==> src/rtl/cache_l2_arbiter.sv <==
// Two-port round-robin arbiter sharing the unified L2 between the L1 I-cache
// and L1 D-cache. Holds each grant until the L2 responds and routes the
// response back. Also keeps saturating service and contention counters.
module cache_l2_arbiter #(
  parameter int unsigned ADDR_W = 32,
  parameter int unsigned LINE_W = 256,
  parameter int unsigned CNT_W  = 16
) (
  input  logic              clk,
  input  logic              rst_n,
  // I-cache miss port
  input  logic              i_read,
  input  logic [ADDR_W-1:0] i_address,
  output logic [LINE_W-1:0] i_rdata,
  output logic              i_resp,
  // D-cache miss / write-back port
  input  logic              d_read,
  input  logic              d_write,
  input  logic [ADDR_W-1:0] d_address,
  input  logic [LINE_W-1:0] d_wdata,
  output logic [LINE_W-1:0] d_rdata,
  output logic              d_resp,
  // L2 controller CPU-side port
  output logic              l2_read,
  output logic              l2_write,
  output logic [ADDR_W-1:0] l2_address,
  output logic [LINE_W-1:0] l2_wdata,
  input  logic [LINE_W-1:0] l2_rdata,
  input  logic              l2_resp,
  // performance counters
  output logic [CNT_W-1:0]  i_served_cnt,
  output logic [CNT_W-1:0]  d_served_cnt,
  output logic [CNT_W-1:0]  contention_cnt
);

  typedef enum logic [1:0] {
    IDLE    = 2'd0,
    SERVE_I = 2'd1,
    SERVE_D = 2'd2,
    RELEASE = 2'd3
  } state_t;

  state_t state;
  state_t state_nxt;
  logic   last_d;       // 1: D port was served most recently
  logic   i_done_c;
  logic   d_done_c;
  logic   tie_c;
  logic   i_req_c;
  logic   d_req_c;

  assign i_req_c = i_read;
  assign d_req_c = d_read | d_write;

  // Read data is broadcast to both ports; only x_resp qualifies it.
  assign i_rdata = l2_rdata;
  assign d_rdata = l2_rdata;

  // State, round-robin pointer and saturating counters.
  always_ff @(posedge clk) begin
    if (!rst_n) begin
      state          <= IDLE;
      last_d         <= 1'b1;
      i_served_cnt   <= '0;
      d_served_cnt   <= '0;
      contention_cnt <= '0;
    end else begin
      state <= state_nxt;
      if (i_done_c) begin
        last_d <= 1'b0;
        if (i_served_cnt != '1) i_served_cnt <= i_served_cnt + CNT_W'(1);
      end
      if (d_done_c) begin
        last_d <= 1'b1;
        if (d_served_cnt != '1) d_served_cnt <= d_served_cnt + CNT_W'(1);
      end
      if (tie_c && (contention_cnt != '1)) begin
        contention_cnt <= contention_cnt + CNT_W'(1);
      end
    end
  end

  // Next-state, L2 request mux and response routing.
  always_comb begin
    state_nxt  = state;
    l2_read    = 1'b0;
    l2_write   = 1'b0;
    l2_address = '0;
    l2_wdata   = '0;
    i_resp     = 1'b0;
    d_resp     = 1'b0;
    i_done_c   = 1'b0;
    d_done_c   = 1'b0;
    tie_c      = 1'b0;
    case (state)
      IDLE: begin
        if (i_req_c && d_req_c) begin
          tie_c     = 1'b1;
          state_nxt = last_d ? SERVE_I : SERVE_D;
        end else if (i_req_c) begin
          state_nxt = SERVE_I;
        end else if (d_req_c) begin
          state_nxt = SERVE_D;
        end
      end
      SERVE_I: begin
        l2_read    = i_read;
        l2_address = i_address;
        if (l2_resp) begin
          i_resp    = 1'b1;
          i_done_c  = 1'b1;
          state_nxt = RELEASE;
        end
      end
      SERVE_D: begin
        l2_read    = d_read;
        l2_write   = d_write;
        l2_address = d_address;
        l2_wdata   = d_wdata;
        if (l2_resp) begin
          d_resp    = 1'b1;
          d_done_c  = 1'b1;
          state_nxt = RELEASE;
        end
      end
      RELEASE: begin
        // One quiet cycle so the requester can drop its request.
        state_nxt = IDLE;
      end
      default: begin
        state_nxt = IDLE;
      end
    endcase
  end

endmodule
==> config.mk <==
export PLATFORM = sky130hd
export DESIGN_NAME = cache_l2_arbiter
export DESIGN_NICKNAME = d
export VERILOG_FILES = /design/src/rtl/cache_l2_arbiter.sv
export SDC_FILE = /design/constraint.sdc
export NUM_CORES = 1
export LEC_CHECK = 0
export BUFFER_PORTS_ARGS = -buffer_cell sky130_fd_sc_hd__buf_2
export CORE_AREA = 2 2 550 552
export CTS_CLUSTER_SIZE = 10
export DETAILED_ROUTE_END_ITERATION = 6
export DIE_AREA = 0 0 552 554
export PLACE_DENSITY_LB_ADDON = 0.12
export SLEW_MARGIN = 20
export SYNTH_ARGS = -nofsm -noshare
export SYNTH_HDL_FRONTEND = slang
export SYNTH_SLANG_ARGS = --single-unit
export TNS_END_PERCENT = 1
==> constraint.sdc <==
create_clock -name clk -period 1.75 [get_ports clk]
set_input_delay 0.0875 -clock clk [delete_from_list [all_inputs] [get_ports clk]]
set_output_delay 0.0875 -clock clk [all_outputs]
set_load 0.1 [all_outputs]
==> metrics.csv, run 1 <==
metric,value,unit
Post-Layout Cell Count,5403,
worst hold start,l2_rdata[103],
Final Cycle Share,124.1,%
CP Depth,8,
aggregate global-route resource usage,10.60,%
failing checks,negative setup slack,
reg2reg setup slack,-0.42,ns
initial DRC count,466,
via/cell ratio,1.764,
switching part of the total,63.01,%
crit-path leading delay family,simple AND/OR/NAND/NOR gates,
class of the worst hold path,input pin to output port,
WP buf/inv,3,
placed instance count,5351,
RSZ-0062 raised after global routing,true,
R2R cell count,8,
endpoints failing setup,315,
Sw Pwr,20.32,mW
Hold Path Sink,d_rdata[103],
post-synthesis cell count,1198,
fill cell count,35150,
Period minus WS final,2.172,ns
initial antenna violation count,103,
Reg area,0.001126,mm²
Multi-input gate area,0.004720,mm²
Worst Hold Path Cells,0,
CP endpoint kind,flip-flop,
vias in the first global route,9932,
Power Density,1600,mW/mm²
Slew @ Worst Pin,0.6260,ns
Buffers on Ports,665,
overall die width,552,µm
Core Area,0.2993,mm²
CTS Root Cell,clkbuf_16,
syn avg cell area,7.284,µm²
worst-path fanout max,8,
max-cap violations,0,
Fin Clk Skew,0.006859,ns
crit start category,flip-flop,
Die ar.,0.3058,mm²
clock group share of total power,4.0,%
Final Total Pwr,32.24,mW
CTS tree,yes,
Syn Nets,1786,
most frequent cells in the layout,"buf_2 (366), buf_12 (303), and2_4 (149)",
"wirelength, routed",169300,µm
Hold Fails Final Rpt,0,
Yosys cell types,44,
# IOs,1434,
Crit Path Class,flip-flop to flip-flop,
Seq cells post-synth,51,
clock latency on the worst-skew pair,0.36,ns
Sum Neg Setup Slack,-83.07,ns
Max stage delay on crit path,0.50,ns
num rows,201,
post-DP HPWL,155400,µm
Initial Util,2.916,%
GPL Wtd Cong,0.9168,
clk buf depth,2,
first-pass GRT wire length,192900,µm
"commonest non-fill, non-tap cell in the layout",buf_2,
Pre-Repair DR Iteration Count,6,
cell with the most instances on the worst path,buf_4,
VDD IR max,0.4519,mV
"Arr. time, crit path",2.46,ns
Rel. slew slack,58.56,%
global route overflow,0,
net count reported at finish,2009,
Layout area overhead,130.9,%
H-tree levels,2,
Clock Pin Slew Worst Setup and Hold Paths,0.10,ns
slowest CP cell,or4_4,
register area share after synthesis,11.70,%
WHS,0.1750,ns
pre-CTS setup slack,-0.8281,ns
CP cell instances,inv_2 -> buf_4 -> ha_2 -> o211ai_1 -> buf_4 -> or3_4 -> or4_4 -> a21oi_2,
total number of yosys warnings,0,
layout cells sized above 1,83.97,%
reg-to-reg endpoint,contention_cnt[10],
Die Y,554,µm
fin worst setup slack,-0.4221,ns
Vias,9533,
fin. max-slew vios,0,
Comb pwr share,92.1,%
"Cell Area, Synth",0.008726,mm²
f_max,460.4,MHz
CTS sink count,51,
status,"complete, but fails checks",
cts bufs inserted,5,
Final ANT Viol Nets,0,
# DRC,0,
worst r2r src,state[1],
largest net degree at the start of global routing,65,
Internal Pwr Total,11.93,mW
Crit path required time,2.04,ns
Leak Pwr,6.889,nW
share of total power in sequential cells,3.9,%
wire length per cell,31.34,µm
routing by layer:
metal | vias to the layer above | track usage [%] | share of wire (%)
met5 | - | 0.9845 | 0.67
met4 | 112 | 2.373 | 2.6
met3 | 334 | 11.31 | 22
met2 | 964 | 18.41 | 49
met1 | 4263 | 7.720 | 26
li1 | 3860 | - | -
final cells by class:
cell class | instances | share of cell area, %
tap | 3958 | 24.58
antenna | 23 | 0.2856
timing repair buffer | 780 | 45.13
inverter | 13 | 0.2422
clock inverter | 3 | 0.1304
sequential | 51 | 5.589
multi-input combinational | 570 | 23.42
clock buffer | 5 | 0.6210
Yosys cell counts:
cell       instances  area share [%]
nand4_1           12            0.86
nor2_1            10            0.43
buf_2              4            0.23
or3_1             12            0.86
nor3_1             6            0.34
o211a_1            2            0.23
a22oi_1           33             2.8
ha_1               6            0.86
a21oi_1           29             1.7
and3_1             3            0.22
and4_1             4            0.40
nor3b_1            2            0.17
o31a_1             1            0.10
a211oi_1           5            0.43
o21ai_0           13            0.75
nand3b_1           1           0.086
nand4_2            1            0.14
o41a_1             1            0.13
mux2i_1           17             2.0
and2_1           258              18
o21bai_1           2            0.17
or4_1             10            0.86
o2111a_1           1            0.13
nor2b_1           34             2.4
o31ai_1            8            0.69
clkbuf_1          47             2.0
o211ai_1           2            0.17
o311a_1            1            0.11
nand3_1           13            0.75
nor4b_1            4            0.40
or2_1              1           0.072
a311oi_1           2            0.20
nand2_1           44             1.9
inv_1             13            0.56
nor4_1             7            0.50
a31oi_1            2            0.14
nand2b_1          14             1.0
o2bb2ai_1          1            0.10
a211o_1            1            0.10
dfxtp_1           51              12
o311ai_0           3            0.30
o41ai_1            4            0.40
buf_1              1           0.043
buf_4            512              44
logic make-up (layout without fill, tap and decap cells):
family	Yosys count	after routing	synth area share (%)
flops	51	51	11.70
buf+inv	577	801	46.90
mux	17	17	1.950
fa+ha+maj	6	6	0.8603
simple gates	436	436	29.93
other cells	0	23	0
compound gates	111	111	8.661
how the worst max path moves through the flow:
stage | startpoint | endpoint | slack [ns]
2_1_floorplan | contention_cnt[12] | contention_cnt[2] | -0.25
3_3_place_gp | state[1] | l2_address[19] | -0.87
3_5_place_dp | state[1] | l2_address[19] | -0.83
4_1_cts | state[1] | l2_address[19] | -0.63
5_1_grt | state[1] | l2_address[18] | -0.51
6_report | state[1] | contention_cnt[10] | -0.42
flip-flops by register name, summed over array words and instances (netlist names):
signal and count:
contention_cnt 16, d_served_cnt 16, i_served_cnt 16, last_d 1, state 2
power by group through the flow:
stage | registers [mW] | logic [mW] | clock network, mW
after floorplan | 1.41 | 20.3 | 0
after global placement | 1.27 | 27.9 | 0
after detailed placement | 1.27 | 27.9 | 0
after CTS | 1.26 | 29.9 | 1.44
after global routing | 1.26 | 30.7 | 1.43
final | 1.25 | 29.7 | 1.29
metrics by stage:
step           instance area (µm²)  util, %
3_5_place_dp                 18770    6.271
6_report                     20150    6.733
3_3_place_gp                 18770    6.271
2_1_floorplan                 9304        -
4_1_cts                      19780    6.609
5_1_grt                      20110    6.719
timing repair:
item                                    CTS  global route
endpoints found under the hold margin     0             0
pin swaps                                34            59
hold buffers                              0             0
gates resized for setup                 154           102
endpoints found under the setup margin  334           335
buffers inserted                          9             1
cloned                                    9             2
Power figures use the tool's default switching activity.
==> run 2: changes to the inputs <==
--- a/config.mk
+++ b/config.mk
@@ -5,11 +5,12 @@
 export SDC_FILE = /design/constraint.sdc
 export NUM_CORES = 1
 export LEC_CHECK = 0
+export ABC_AREA = 1
 export BUFFER_PORTS_ARGS = -buffer_cell sky130_fd_sc_hd__buf_2
-export CORE_AREA = 2 2 550 552
+export CORE_AREA = 2 2 559 561
 export CTS_CLUSTER_SIZE = 10
 export DETAILED_ROUTE_END_ITERATION = 6
-export DIE_AREA = 0 0 552 554
+export DIE_AREA = 0 0 561 563
 export PLACE_DENSITY_LB_ADDON = 0.12
 export SLEW_MARGIN = 20
 export SYNTH_ARGS = -nofsm -noshare
==> metrics.csv, run 2 <==
metric,value,unit,change
reg-to-reg endpoint,i_served_cnt[12],,
fin worst setup slack,-0.5283,ns,-0.1062 ns
Final Cycle Share,130.2,%,+6.1 points
max-cap violations,0,,unchanged
RSZ-0062 raised after global routing,true,,
Area contributors post-synth,"buf_4 (41%), nand2_1 (18%), inv_1 (12%)",,
crit start category,flip-flop,,
class of the worst hold path,input pin to flip-flop,,
Buffers on Ports,665,,unchanged
initial antenna violation count,127,,+23%
num rows,205,,+2.0%
# DRC,0,,unchanged
"wirelength, routed",201300,µm,+19%
post-synthesis cell count,1629,,+36%
failing checks,negative setup slack,,
largest net degree at the start of global routing,30,,-54%
CTS Root Cell,clkbuf_16,,
cell with the most instances on the worst path,buf_12,,
Largest regs,"contention_cnt (16), d_served_cnt (16), i_served_cnt (16)",,
Layout area overhead,120.1,%,
net count reported at finish,2450,,+22%
Pre-Repair DR Iteration Count,5,,-1
Hold Path Sink,last_d,,
vias in the first global route,11270,,+13%
most frequent cells after synthesis,"buf_4 (514), nand2_1 (443), inv_1 (291), nor2_1 (114), a21oi_1 (59)",,
CTS Hold Buffers Added,0,,unchanged
Fin Clk Skew,0.01068,ns,+0.003817 ns
global route overflow,0,,unchanged
Slew @ Worst Pin,0.6641,ns,+0.03817 ns
layout cells sized above 1,62.37,%,-22 points
slowest CP cell,a21oi_4,,
"Arr. time, crit path",2.19,ns,-0.27 ns
Rel. slew slack,56.03,%,-2.5 points
Final ANT Viol Nets,0,,unchanged
CTS tree,yes,,
aggregate global-route resource usage,12.21,%,+1.6 points
Power Density,1820,mW/mm²,+14%
register area share after synthesis,10.92,%,-0.78 points
GPL Wtd Cong,0.8450,,-7.8%
post-DP HPWL,191100,µm,+23%
"commonest non-fill, non-tap cell in the layout",nand2_1,,
endpoints failing setup,289,,-8.3%
first-pass GRT wire length,227700,µm,+18%
Hold Fails Final Rpt,0,,unchanged
Clock Pin Slew Worst Setup and Hold Paths,0.09,ns,about the same
CTS sink count,51,,unchanged
clk buf depth,2,,unchanged
fin. max-slew vios,0,,unchanged
beginning of the critical path,state[0],,
WP buf/inv,5,,+2
Max stage delay on crit path,0.46,ns,-0.04 ns
R2R cell count,12,,+4
Period minus WS final,2.278,ns,+0.1062 ns
syn avg cell area,5.738,µm²,-21%
f_max,438.9,MHz,-4.7%
"FFs w/ async S/R, synth",0,%,unchanged
fill cell count,36690,,+4.4%
Crit Path Class,flip-flop to output port,,
"Cell Area, Synth",0.009348,mm²,+7.1%
Worst Hold Path Cells,2,,+2
Leak Pwr,8.442,nW,+23%
Initial Util,3.012,%,+0.096 points
cts bufs inserted,5,,unchanged
VDD IR max,0.5632,mV,+25%
Core Area,0.3104,mm²,+3.7%
Final Total Pwr,37.44,mW,+16%
Yosys cell types,33,,-25%
crit-path leading delay family,buffers and inverters,,
Final Util,6.629,%,-0.10 points
Die ar.,0.3158,mm²,+3.3%
most frequent cells in the layout,"nand2_1 (375), buf_2 (366), buf_12 (314)",,
worst-path fanout max,7,,-1
clock latency on the worst-skew pair,0.32,ns,-0.04 ns
initial DRC count,605,,+30%
placed instance count,5970,,+12%
status,"complete, but fails checks",,
Post-Layout Cell Count,6014,,+11%
overall die width,561,µm,+1.6%
leading area contributor after synthesis,buf_4,,
worst hold start,rst_n,,
Sum Neg Setup Slack,-63.45,ns,+19.63 ns
wire length per cell,33.47,µm,+6.8%
ys flop type,dfxtp_1,,
CP Depth,8,,unchanged
Post-synth EDFFs,0,,unchanged
reg2reg setup slack,-0.03,ns,+0.39 ns
worst r2r src,state[0],,
Die Y,563,µm,+1.6%
most frequent cell after synthesis,buf_4,,
# IOs,1434,,unchanged
Vias,11280,,+18%
WHS,0.1293,ns,-0.04571 ns
CP endpoint kind,output port,,
H-tree levels,2,,unchanged
Crit path required time,1.66,ns,-0.38 ns
area fraction of the dominant cell type after synthesis,41.28,%,-2.8 points
CP cell instances,buf_6 -> ha_4 -> buf_12 -> buf_16 -> nand2_2 -> buf_4 -> a21oi_4 -> buf_12,,
via/cell ratio,1.875,,+6.3%
Seq cells post-synth,51,,unchanged
Syn Nets,2217,,+24%
total number of yosys warnings,0,,unchanged
run 2: cell count changes after synthesis, moves of 17 or more:
cell | previous run | this run
nor2b_1 | 34 | 0
nand2_1 | 44 | 443
nand3_1 | 13 | 38
nor2_1 | 10 | 114
a22oi_1 | 33 | 0
inv_1 | 13 | 291
clkbuf_1 | 47 | 27
mux2i_1 | 17 | 0
a21oi_1 | 29 | 59
and2_1 | 258 | 0
run 2: kinds of logic after synthesis:
family                   count (synthesis)  synth area share (%)
AND/OR/NAND/NOR                        646                 28.91
flip-flops                              51                 10.92
AO/OA/AOI/OAI                           74                 4.149
adder cells (fa/ha/maj)                  6                0.8031
buffers and inverters                  852                 55.21
run 2: area by class of cell:
cell class                      instances  area (µm²)  area share (%)
Clock buffer                            7       142.6          0.6933
Antenna cell                           11       27.53          0.1338
Multi-Input combinational cell        726        3877           18.85
Clock inverter                          1       8.758         0.04257
Sequential cell                        51        1086           5.279
Inverter                              293        1122           5.456
Timing Repair Buffer                  785        9128           44.37
Tap cell                             4140        5180           25.18
run 2: worst max-delay path by stage:
stage               slack, ns             end
floorplan               -0.10   l2_wdata[101]
global placement        -0.31   l2_address[6]
detailed placement      -0.31   l2_address[6]
CTS                     -0.50   l2_address[6]
global route            -0.52   l2_address[4]
finish                  -0.53  l2_address[14]
run 2: metrics by stage:
step / setup WS, ns / instance area [µm²]
3_5_place_dp: -0.3142 / 19570
3_3_place_gp: -0.3112 / 19570
6_report: -0.5283 / 20570
2_1_floorplan: -0.1030 / 9819
5_1_grt: -0.5176 / 20560
4_1_cts: -0.5001 / 20150
run 2: repair_timing:
| action | in CTS | in global routing |
|---|---|---|
| gates cloned | 4 | 0 |
| gates resized for setup | 127 | 184 |
| setup endpoints to repair | 298 | 326 |
| buffers inserted | 14 | 8 |
| pin swaps | 25 | 8 |
run 2: report_power, final:
part | internal, mW | total, mW | switching, mW | leakage [nW]
logic | 11.0 | 35.0 | 24.0 | 7.93
registers | 1.24 | 1.30 | 0.0664 | 0.437
clock network | 0.578 | 1.15 | 0.571 | 0.0742
total | 12.8 | 37.4 | 24.7 | 8.44
run 2: layer usage:
metal	GRT usage [%]	routed length, µm
met2	19.97	91360
met5	1.355	770
met3	14.90	53460
met1	8.921	50520
met4	2.196	5185
==> run 3: changes to the inputs <==
--- a/config.mk
+++ b/config.mk
@@ -7,10 +7,10 @@
 export LEC_CHECK = 0
 export ABC_AREA = 1
 export BUFFER_PORTS_ARGS = -buffer_cell sky130_fd_sc_hd__buf_2
-export CORE_AREA = 2 2 559 561
+export CORE_AREA = 2 2 563 565
 export CTS_CLUSTER_SIZE = 10
 export DETAILED_ROUTE_END_ITERATION = 6
-export DIE_AREA = 0 0 561 563
+export DIE_AREA = 0 0 565 567
 export PLACE_DENSITY_LB_ADDON = 0.12
 export SLEW_MARGIN = 20
 export SYNTH_ARGS = -nofsm -noshare
==> constraint.sdc (replaced) <==
create_clock -name clk -period 2.3 [get_ports clk]
set_input_delay 0.115 -clock clk [delete_from_list [all_inputs] [get_ports clk]]
set_output_delay 0.115 -clock clk [all_outputs]
set_load 0.1 [all_outputs]
==> metrics.csv, run 3 (synthesized netlist as in run 2, its figures left out) <==
metric,value,unit,change
Hold Fails Final Rpt,0,,unchanged
"Arr. time, crit path",2.13,ns,-0.06 ns
"commonest non-fill, non-tap cell in the layout",nand2_1,,
global route overflow,0,,unchanged
fin worst setup slack,0.05451,ns,+0.5828 ns
Vias,10870,,-3.7%
wire length per cell,33.40,µm,-0.20%
# DRC,0,,unchanged
CP endpoint kind,output port,,
slowest CP cell,dfxtp_1,,
Layout area overhead,101.2,%,
cts bufs inserted,5,,unchanged
Slew @ Worst Pin,0.7240,ns,+0.05985 ns
GPL Wtd Cong,0.9615,,+14%
Die Y,567,µm,+0.71%
first-pass GRT wire length,224500,µm,-1.4%
Buffers on Ports,665,,unchanged
worst-path fanout max,45,,+38
Placement Cell Area,0.01848,mm²,-5.5%
aggregate global-route resource usage,11.89,%,-0.31 points
Final Cycle Share,97.63,%,
Initial Util,2.978,%,-0.034 points
Worst Hold Path Cells,3,,+1
crit start category,flip-flop,,
Die ar.,0.3204,mm²,+1.4%
CTS tree,yes,,
layout cells sized above 1,43.33,%,-19 points
Power Density,1356,mW/mm²,-25%
initial DRC count,630,,+4.1%
Pre-Repair DR Iteration Count,5,,unchanged
Clock Pin Slew Worst Setup and Hold Paths,0.09,ns,about the same
setup repair bufs after CTS,0,,-14
# IOs,1434,,unchanged
RSZ-0062 raised after global routing,true,,
initial antenna violation count,113,,-11%
most frequent cells in the layout,"nand2_1 (428), buf_2 (374), buf_12 (297)",,
via/cell ratio,1.827,,-2.6%
fin. max-slew vios,0,,unchanged
status,"complete, no violations",,
post-DP HPWL,189500,µm,-0.84%
Period minus WS final,2.245,ns,
VDD IR max,0.4743,mV,-16%
clk buf depth,2,,unchanged
Final Util,5.992,%,-0.64 points
R2R cell count,9,,-3
vias in the first global route,11060,,-1.8%
CTS Root Cell,clkbuf_16,,
class of the worst hold path,input pin to flip-flop,,
post-route cell area,0.01881,mm²,-8.6%
endpoints failing setup,0,,-100%
Final ANT Viol Nets,0,,unchanged
pre-CTS setup slack,0.1433,ns,+0.4575 ns
fill cell count,37250,,+1.5%
f_max,445.3,MHz,
num rows,206,,+0.49%
Max stage delay on crit path,0.34,ns,-0.12 ns
Fin Clk Skew,0.01251,ns,+0.001834 ns
CTS sink count,51,,unchanged
net count reported at finish,2356,,-3.8%
H-tree levels,2,,unchanged
Crit Path Class,flip-flop to output port,,
overall die width,565,µm,+0.71%
Rel. slew slack,52.07,%,-4.0 points
Core Area,0.3139,mm²,+1.2%
max-cap violations,0,,unchanged
Leak Pwr,8.078,nW,-4.3%
CP cell instances,inv_1 -> ha_4 -> buf_12 -> buf_16 -> nand2_1 -> inv_1 -> buf_12,,
Post-Layout Cell Count,5947,,-1.1%
WHS,0.09400,ns,-0.03534 ns
clock latency on the worst-skew pair,0.34,ns,+0.02 ns
Largest regs,"contention_cnt (16), d_served_cnt (16), i_served_cnt (16)",,
placed instance count,5920,,-0.84%
Crit path required time,2.18,ns,+0.52 ns
largest net degree at the start of global routing,60,,+100%
"wirelength, routed",198600,µm,-1.3%
[run 3: cell count changes in the layout (fill, tap and decap cells not counted), moves of 15 or more]
cell,before,now
dfxtp_1,1,51
inv_1,134,291
buf_6,25,2
nand2_1,375,428
a21oi_4,33,0
nor2_1,98,114
a21oi_1,25,47
nor2_2,21,6
buf_12,314,297
nand2_2,69,25
dfxtp_2,49,0
inv_2,152,2
buf_4,73,16
[run 3: layer usage]
metal	vias to the layer above	part of all wire, %	GRT usage [%]
met3	357	27	14.46
li1	4507	-	-
met1	4739	28	9.708
met4	16	3.1	2.723
met5	-	0.18	0.6024
met2	1247	42	17.97
[run 3: cell type report]
class	count	area [µm²]	area share [%]
Antenna cell	19	47.55	0.2527
Clock buffer	5	125.1	0.6651
Clock inverter	2	37.54	0.1995
Inverter	293	1100	5.846
Multi-Input combinational cell	726	3263	17.35
Sequential cell	51	1021	5.427
Tap cell	4160	5205	27.67
Timing Repair Buffer	691	8013	42.59
[run 3: power breakdown]
part           switching (mW)  internal, mW
Sequential             0.0574         0.929
Clock                   0.476         0.513
Combinational            17.1          6.43
[run 3: repair_timing]
item / 4_1_cts / 5_1_grt
hold buffers: 0 / 0
setup endpoints to repair: 65 / 75
resized for setup: 24 / 5
cloned: 0 / 1
[run 3: critical path: cells and delay by family (launching register included)]
family                     cells  cell delay [ns]
adders and majority gates      1             0.22
buffers and inverters          5             0.96
DFF                            1             0.34
and+or+nand+nor                1             0.13
[run 3: final timing paths]
check | startpoint | to | slack [ns]
max | state[0] | l2_wdata[156] | 0.05
min | rst_n | i_served_cnt[4] | 0.09
max reg2reg | state[1] | i_served_cnt[9] | 0.45
min reg2reg | state[0] | state[0] | 0.50
[run 3: per-stage QoR]
| stage | power [mW] | TNS [ns] |
|---|---|---|
| after floorplan | 17.72 | -11.69 |
| after global placement | 24.95 | 0 |
| after detailed placement | 24.77 | 0 |
| after CTS | 26.04 | -0.9726 |
| after global routing | 26.60 | -1.295 |
| final | 25.51 | 0 |
